### src/rtl/mte_sequencer.sv
// mte_sequencer: runs one request at a time through a fixed-latency
// MAC/encrypt/decrypt engine and returns the auth-gated result.
module mte_sequencer #(
    parameter int N   = 256,
    parameter int LAT = 4
) (
    input  logic         clock,
    input  logic         reset,
    input  logic         req_valid,
    output logic         req_ready,
    input  logic         req_sel,
    input  logic [N-1:0] req_data,
    input  logic [N-1:0] req_key,
    output logic [N-1:0] eng_key,
    output logic [N-1:0] eng_in,
    output logic         eng_sel,
    output logic         eng_start,
    input  logic [N-1:0] eng_out,
    input  logic         eng_valid_key,
    output logic         rsp_valid,
    input  logic         rsp_ready,
    output logic [N-1:0] rsp_data,
    output logic         rsp_auth_fail,
    output logic         busy,
    output logic [7:0]   fail_count
);
    typedef enum logic [1:0] {IDLE, LAUNCH, WAIT, RESP} state_e;

    localparam logic [7:0] CNT_INIT = 8'(LAT - 1);

    state_e         state_q;
    logic [7:0]     cnt_q;
    logic [N-1:0]   key_q;
    logic [N-1:0]   in_q;
    logic           sel_q;
    logic           start_q;
    logic           rsp_valid_q;
    logic [N-1:0]   rsp_data_q;
    logic           fail_q;
    logic           busy_q;
    logic [7:0]     fail_cnt_q;

    always_ff @(posedge clock or posedge reset) begin
        if (reset) begin
            state_q     <= IDLE;
            cnt_q       <= 8'd0;
            key_q       <= '0;
            in_q        <= '0;
            sel_q       <= 1'b0;
            start_q     <= 1'b0;
            rsp_valid_q <= 1'b0;
            rsp_data_q  <= '0;
            fail_q      <= 1'b0;
            busy_q      <= 1'b0;
            fail_cnt_q  <= 8'd0;
        end else begin
            start_q <= 1'b0;
            unique case (state_q)
                IDLE: begin
                    if (req_valid) begin
                        key_q   <= req_key;
                        in_q    <= req_data;
                        sel_q   <= req_sel;
                        start_q <= 1'b1;
                        busy_q  <= 1'b1;
                        state_q <= LAUNCH;
                    end
                end
                LAUNCH: begin
                    cnt_q   <= CNT_INIT;
                    state_q <= WAIT;
                end
                WAIT: begin
                    if (cnt_q != 8'd0) begin
                        cnt_q <= cnt_q - 8'd1;
                    end else begin
                        rsp_valid_q <= 1'b1;
                        state_q     <= RESP;
                        // decrypt with a failed MAC compare never leaks data
                        if (sel_q || eng_valid_key) begin
                            rsp_data_q <= eng_out;
                            fail_q     <= 1'b0;
                        end else begin
                            rsp_data_q <= '0;
                            fail_q     <= 1'b1;
                            if (fail_cnt_q != 8'hFF)
                                fail_cnt_q <= fail_cnt_q + 8'd1;
                        end
                    end
                end
                RESP: begin
                    if (rsp_ready) begin
                        rsp_valid_q <= 1'b0;
                        busy_q      <= 1'b0;
                        state_q     <= IDLE;
                    end
                end
                default: state_q <= IDLE;
            endcase
        end
    end

    assign req_ready     = (state_q == IDLE) && !reset;
    assign eng_key       = key_q;
    assign eng_in        = in_q;
    assign eng_sel       = sel_q;
    assign eng_start     = start_q;
    assign rsp_valid     = rsp_valid_q;
    assign rsp_data      = rsp_data_q;
    assign rsp_auth_fail = fail_q;
    assign busy          = busy_q;
    assign fail_count    = fail_cnt_q;

endmodule

### config.mk
export PLATFORM = sky130hd
export DESIGN_NAME = mte_sequencer
export DESIGN_NICKNAME = d
export VERILOG_FILES = /design/src/rtl/mte_sequencer.sv
export SDC_FILE = /design/constraint.sdc
export NUM_CORES = 2
export LEC_CHECK = 0
export CAP_MARGIN = 10
export CORE_AREA = 2 2 612 614
export DETAILED_ROUTE_END_ITERATION = 10
export DIE_AREA = 0 0 614 616
export HOLD_SLACK_MARGIN = 0.05
export PLACE_DENSITY = 0.3
export REMOVE_ABC_BUFFERS = 1
export SYNTH_ARGS = -nofsm -noshare
export SYNTH_HDL_FRONTEND = slang
export SYNTH_SLANG_ARGS = --single-unit
### constraint.sdc
create_clock -name clock -period 23.7 [get_ports clock]
set_clock_uncertainty 0.15 [all_clocks]
set_input_delay 3.555 -clock clock [delete_from_list [all_inputs] [get_ports clock]]
set_output_delay 3.555 -clock clock [all_outputs]
set_load 0.02 [all_outputs]
==> flow_results.xml <==
<?xml version="1.0" encoding="UTF-8"?>
<metrics>
  <group name="floorplan">
    <metric name="core" unit="mm2">0.371</metric>
    <metric name="placement_rows" unit="">224</metric>
    <metric name="ioPinCount" unit="">1556</metric>
    <metric name="die_width" unit="um">614</metric>
    <metric name="die-area" unit="mm2">0.378</metric>
    <metric name="die_height" unit="um">616</metric>
    <metric name="start_util" unit="%">8.19</metric>
  </group>
  <group name="critical_path">
    <metric name="worst-path-max-fanout" unit="">2</metric>
    <metric name="worst-endpoint-arrival" unit="ns">4.96</metric>
    <metric name="ff2ff_setup_slack" unit="ns">18.97</metric>
    <metric name="start_kind" unit="">input pin</metric>
    <metric name="endpoint_kind" unit="">output port</metric>
    <metric name="cp_data_required_time" unit="ns">20.00</metric>
    <metric name="critical_path_class" unit="">in -&gt; out</metric>
  </group>
  <group name="yosys">
    <metric name="synth-edff-count" unit="">0</metric>
    <metric name="synth_top_family_by_area" unit="">multiplexers</metric>
    <metric name="yosys.area.top_type" unit="">dfrtp_1</metric>
    <metric name="yosysWarningCount" unit="">0</metric>
    <metric name="synth_seq_area_share" unit="%">65.1</metric>
    <metric name="post_synth_instance_area" unit="mm2">0.0304</metric>
    <metric name="yosysUniqueCellTypes" unit="">33</metric>
    <metric name="netlist.area_leader.share" unit="%">65.1</metric>
    <metric name="synth_simple_gate_area_share" unit="%">11.6</metric>
    <metric name="ys.flop_type" unit="">dfrtp_1</metric>
    <metric name="syn_avg_cell_area" unit="um2">13.2</metric>
    <metric name="synth_most_common_cell" unit="">dfrtp_1</metric>
    <metric name="synth_common_cells" unit="">791 x dfrtp_1, 529 x nand2_1, 517 x mux2_2</metric>
    <metric name="yosys.area_share.adder" unit="%">0.329</metric>
    <metric name="synth_cells" unit="">2312</metric>
    <metric name="post_synth_mux_area_share" unit="%">19.3</metric>
    <metric name="synth-compound-area-share" unit="%">0.226</metric>
    <metric name="netlist_top_cells_area" unit="">dfrtp_1 65%, mux2_2 19%, nand2_1 6.5%</metric>
    <metric name="flop_and_latch_count_out_of_synthesis" unit="">791</metric>
    <metric name="async_reset_ff_share" unit="%">100</metric>
    <metric name="post_synth_xor_area_fraction" unit="%">0.144</metric>
  </group>
  <group name="detailed_routing">
    <metric name="wl" unit="um">246000</metric>
    <metric name="ant_nets_after_route" unit="">0</metric>
    <metric name="post_dr_vias_cell" unit="">2.86</metric>
    <metric name="first_pass_iters" unit="">5</metric>
    <metric name="dr.first_iter.drc_count" unit="">967</metric>
    <metric name="routed-via-count" unit="">25600</metric>
    <metric name="remaining_drc_errors" unit="">0</metric>
    <metric name="drt-wirelength-per-cell" unit="um">27.5</metric>
  </group>
  <group name="clock_network">
    <metric name="numCtsBuffers" unit="">119</metric>
    <metric name="htreeDepth" unit="">3</metric>
    <metric name="cts_sinks" unit="">791</metric>
    <metric name="cts.repair.resized" unit="">0</metric>
    <metric name="worst_setup_hold_path_clk_slew" unit="ns">0.05</metric>
    <metric name="cts-root-buf" unit="">clkbuf_16</metric>
    <metric name="max-clock-path-buffers" unit="">4</metric>
    <metric name="cts_setup_buffers" unit="">0</metric>
    <metric name="cts_hold_repair.buffers" unit="">0</metric>
    <metric name="clock_insertion_delay_worst_skew" unit="ns">0.82</metric>
    <metric name="cts_tree" unit="">done</metric>
  </group>
  <group name="grt">
    <metric name="grt_first_pass_wirelength" unit="um">308000</metric>
    <metric name="number_of_antenna_violations_at_the_first_check_in_global_routing" unit="">173</metric>
    <metric name="globalRoute.totalOverflow" unit="">0</metric>
    <metric name="grt_start_max_net_pins" unit="">131</metric>
    <metric name="grt_pass1_vias" unit="">26600</metric>
    <metric name="global_route.usage.total" unit="%">12.5</metric>
  </group>
  <group name="final_layout">
    <metric name="fraction_of_final_layout_cells_with_drive_strength_greater_than_1" unit="%">18.8</metric>
    <metric name="fin_cells" unit="">8951</metric>
    <metric name="layout.nets" unit="">4657</metric>
    <metric name="flow.area_growth_from_synthesis" unit="%">82.6</metric>
  </group>
  <group name="hold_path">
    <metric name="timing.hold.worst.class" unit="">reg -&gt; reg</metric>
  </group>
  <group name="power_and_ir_drop">
    <metric name="p_leak" unit="nW">21.8</metric>
    <metric name="power.density_cell_area" unit="mW/mm2">150</metric>
    <metric name="worst_ir_drop_vdd" unit="V">0.0000609</metric>
  </group>
  <group name="timing">
    <metric name="timing.setup.tns" unit="ns">0</metric>
    <metric name="report.final.slew_viol_count" unit="">0</metric>
    <metric name="finalSetupViolations" unit="">0</metric>
    <metric name="timing.final.crit_share" unit="%">36.6</metric>
    <metric name="period_minus_slack" unit="ns">8.66</metric>
    <metric name="max_clock_freq" unit="MHz">115</metric>
    <metric name="worst_pin_slew" unit="ns">1.14</metric>
    <metric name="grt_setup_unrepaired" unit="">false</metric>
    <metric name="slew_headroom" unit="%">23.9</metric>
    <metric name="final-hold-violation-count" unit="">0</metric>
  </group>
  <group name="placed_design">
    <metric name="detailedPlacementHpwl" unit="um">207000</metric>
    <metric name="post-place-cells" unit="">8725</metric>
    <metric name="routabilityCongestion" unit="">0.816</metric>
    <metric name="numPortBuffers" unit="">1555</metric>
  </group>
  <group name="status">
    <metric name="run_status" unit="">complete, no violations</metric>
  </group>
  <group name="run">
    <metric name="cap_violations" unit="">0</metric>
  </group>
</metrics>
[per-stage QoR]
step | setup slack, ns | hold WS [ns] | total power, W | utilization (%) | instance area [um2]
3_5_place_dp | 15.03 | 0.305 | 0.00668 | 13.9 | 51500
3_3_place_gp | 15.03 | 0.300 | 0.00667 | 13.9 | 51500
4_1_cts | 15.04 | 0.319 | 0.00862 | 14.9 | 55500
2_1_floorplan | -2.22 | 0.296 | 0.00432 | - | 29400
5_1_grt | 15.03 | 0.338 | 0.00881 | 15.0 | 55500
6_report | 15.04 | 0.312 | 0.00832 | 15.0 | 55500
[critical path, stage by stage]
cell and delay, ns:
clkdlybuf4s50_1 0.53, nor2b_1 0.22, clkdlybuf4s50_1 0.66
[cell type report]
type                    instances  area, um2
fillers                     41500     316000
flip-flops and latches        791      19800
repair buffers               1587      15800
multi-input cells            1369       9630
well taps                    4972       6220
clock buffers                 180       3600
clock inverters                30        385
diodes                         15       37.5
inverters                       7       33.8
[per-layer routing]
metal,wire length (um),GRT usage (%),vias up
met3,22600,4.98,427
met2,134000,24.3,1146
met4,5430,2.33,68
met1,83300,12.4,13000
met5,428,0,-
li1,-,-,11000
[power breakdown]
group	switching, W	internal (W)
logic	0.00222	0.00176
clock network	0.000728	0.00112
registers	0.000451	0.00204
total	0.00340	0.00492
[flip-flops by register name (all words and copies together), names as in the netlist, 2 cells and up]
name and count:
fail_count 8, eng_key 256, rsp_data 256, eng_in 256, cnt_q 8, state_q 2
[path summary, 6_finish.rpt]
path,start,end,cells after the start
setup / recovery,reset,req_ready,3
hold / removal,rsp_data[236]$_DFFE_PP0P_,rsp_data[236]$_DFFE_PP0P_,2
setup reg to reg,state_q[0]$_DFFE_PP0P_,eng_key[69]$_DFFE_PP0P_,7
hold reg to reg,rsp_data[236]$_DFFE_PP0P_,rsp_data[236]$_DFFE_PP0P_,2
max in group asynchronous,reset,eng_key[181]$_DFFE_PP0P_,6
min in group asynchronous,reset,rsp_data[240]$_DFFE_PP0P_,2
[kinds of logic (layout without fill, tap and decap cells)]
group | after synthesis | count (layout)
mux | 523 | 523
other cells | 0 | 15
xor+xnor | 5 | 5
fa+ha+maj | 8 | 8
compound gates | 11 | 11
flops | 791 | 791
buf+inv | 152 | 1804
simple gates | 822 | 822
[placed cells by master (no fill, tap or decap), types with 2 or more instances in the layout]
cell                n
a21oi_1             2
nand2_1           529
clkdlybuf4s50_1  1555
clkinvlp_4          5
nor4_4              2
o21ai_0             4
nand4_1             2
inv_6               3
nor4_2              3
mux2i_1             6
clkbuf_16         121
a31oi_1             2
clkbuf_8           35
mux2_2            517
bufinv_16           8
diode_2            15
buf_4              28
buf_12              3
ha_1                8
nand3_1           262
dfrtp_1           791
nor2_1              7
nor2b_1             2
clkinv_4            3
nor3_1              6
clkinv_2           11
nand2b_1            2
xor2_1              4
inv_1               6
clkbuf_1           24
No activity file was read; power rests on OpenSTA's default activity.
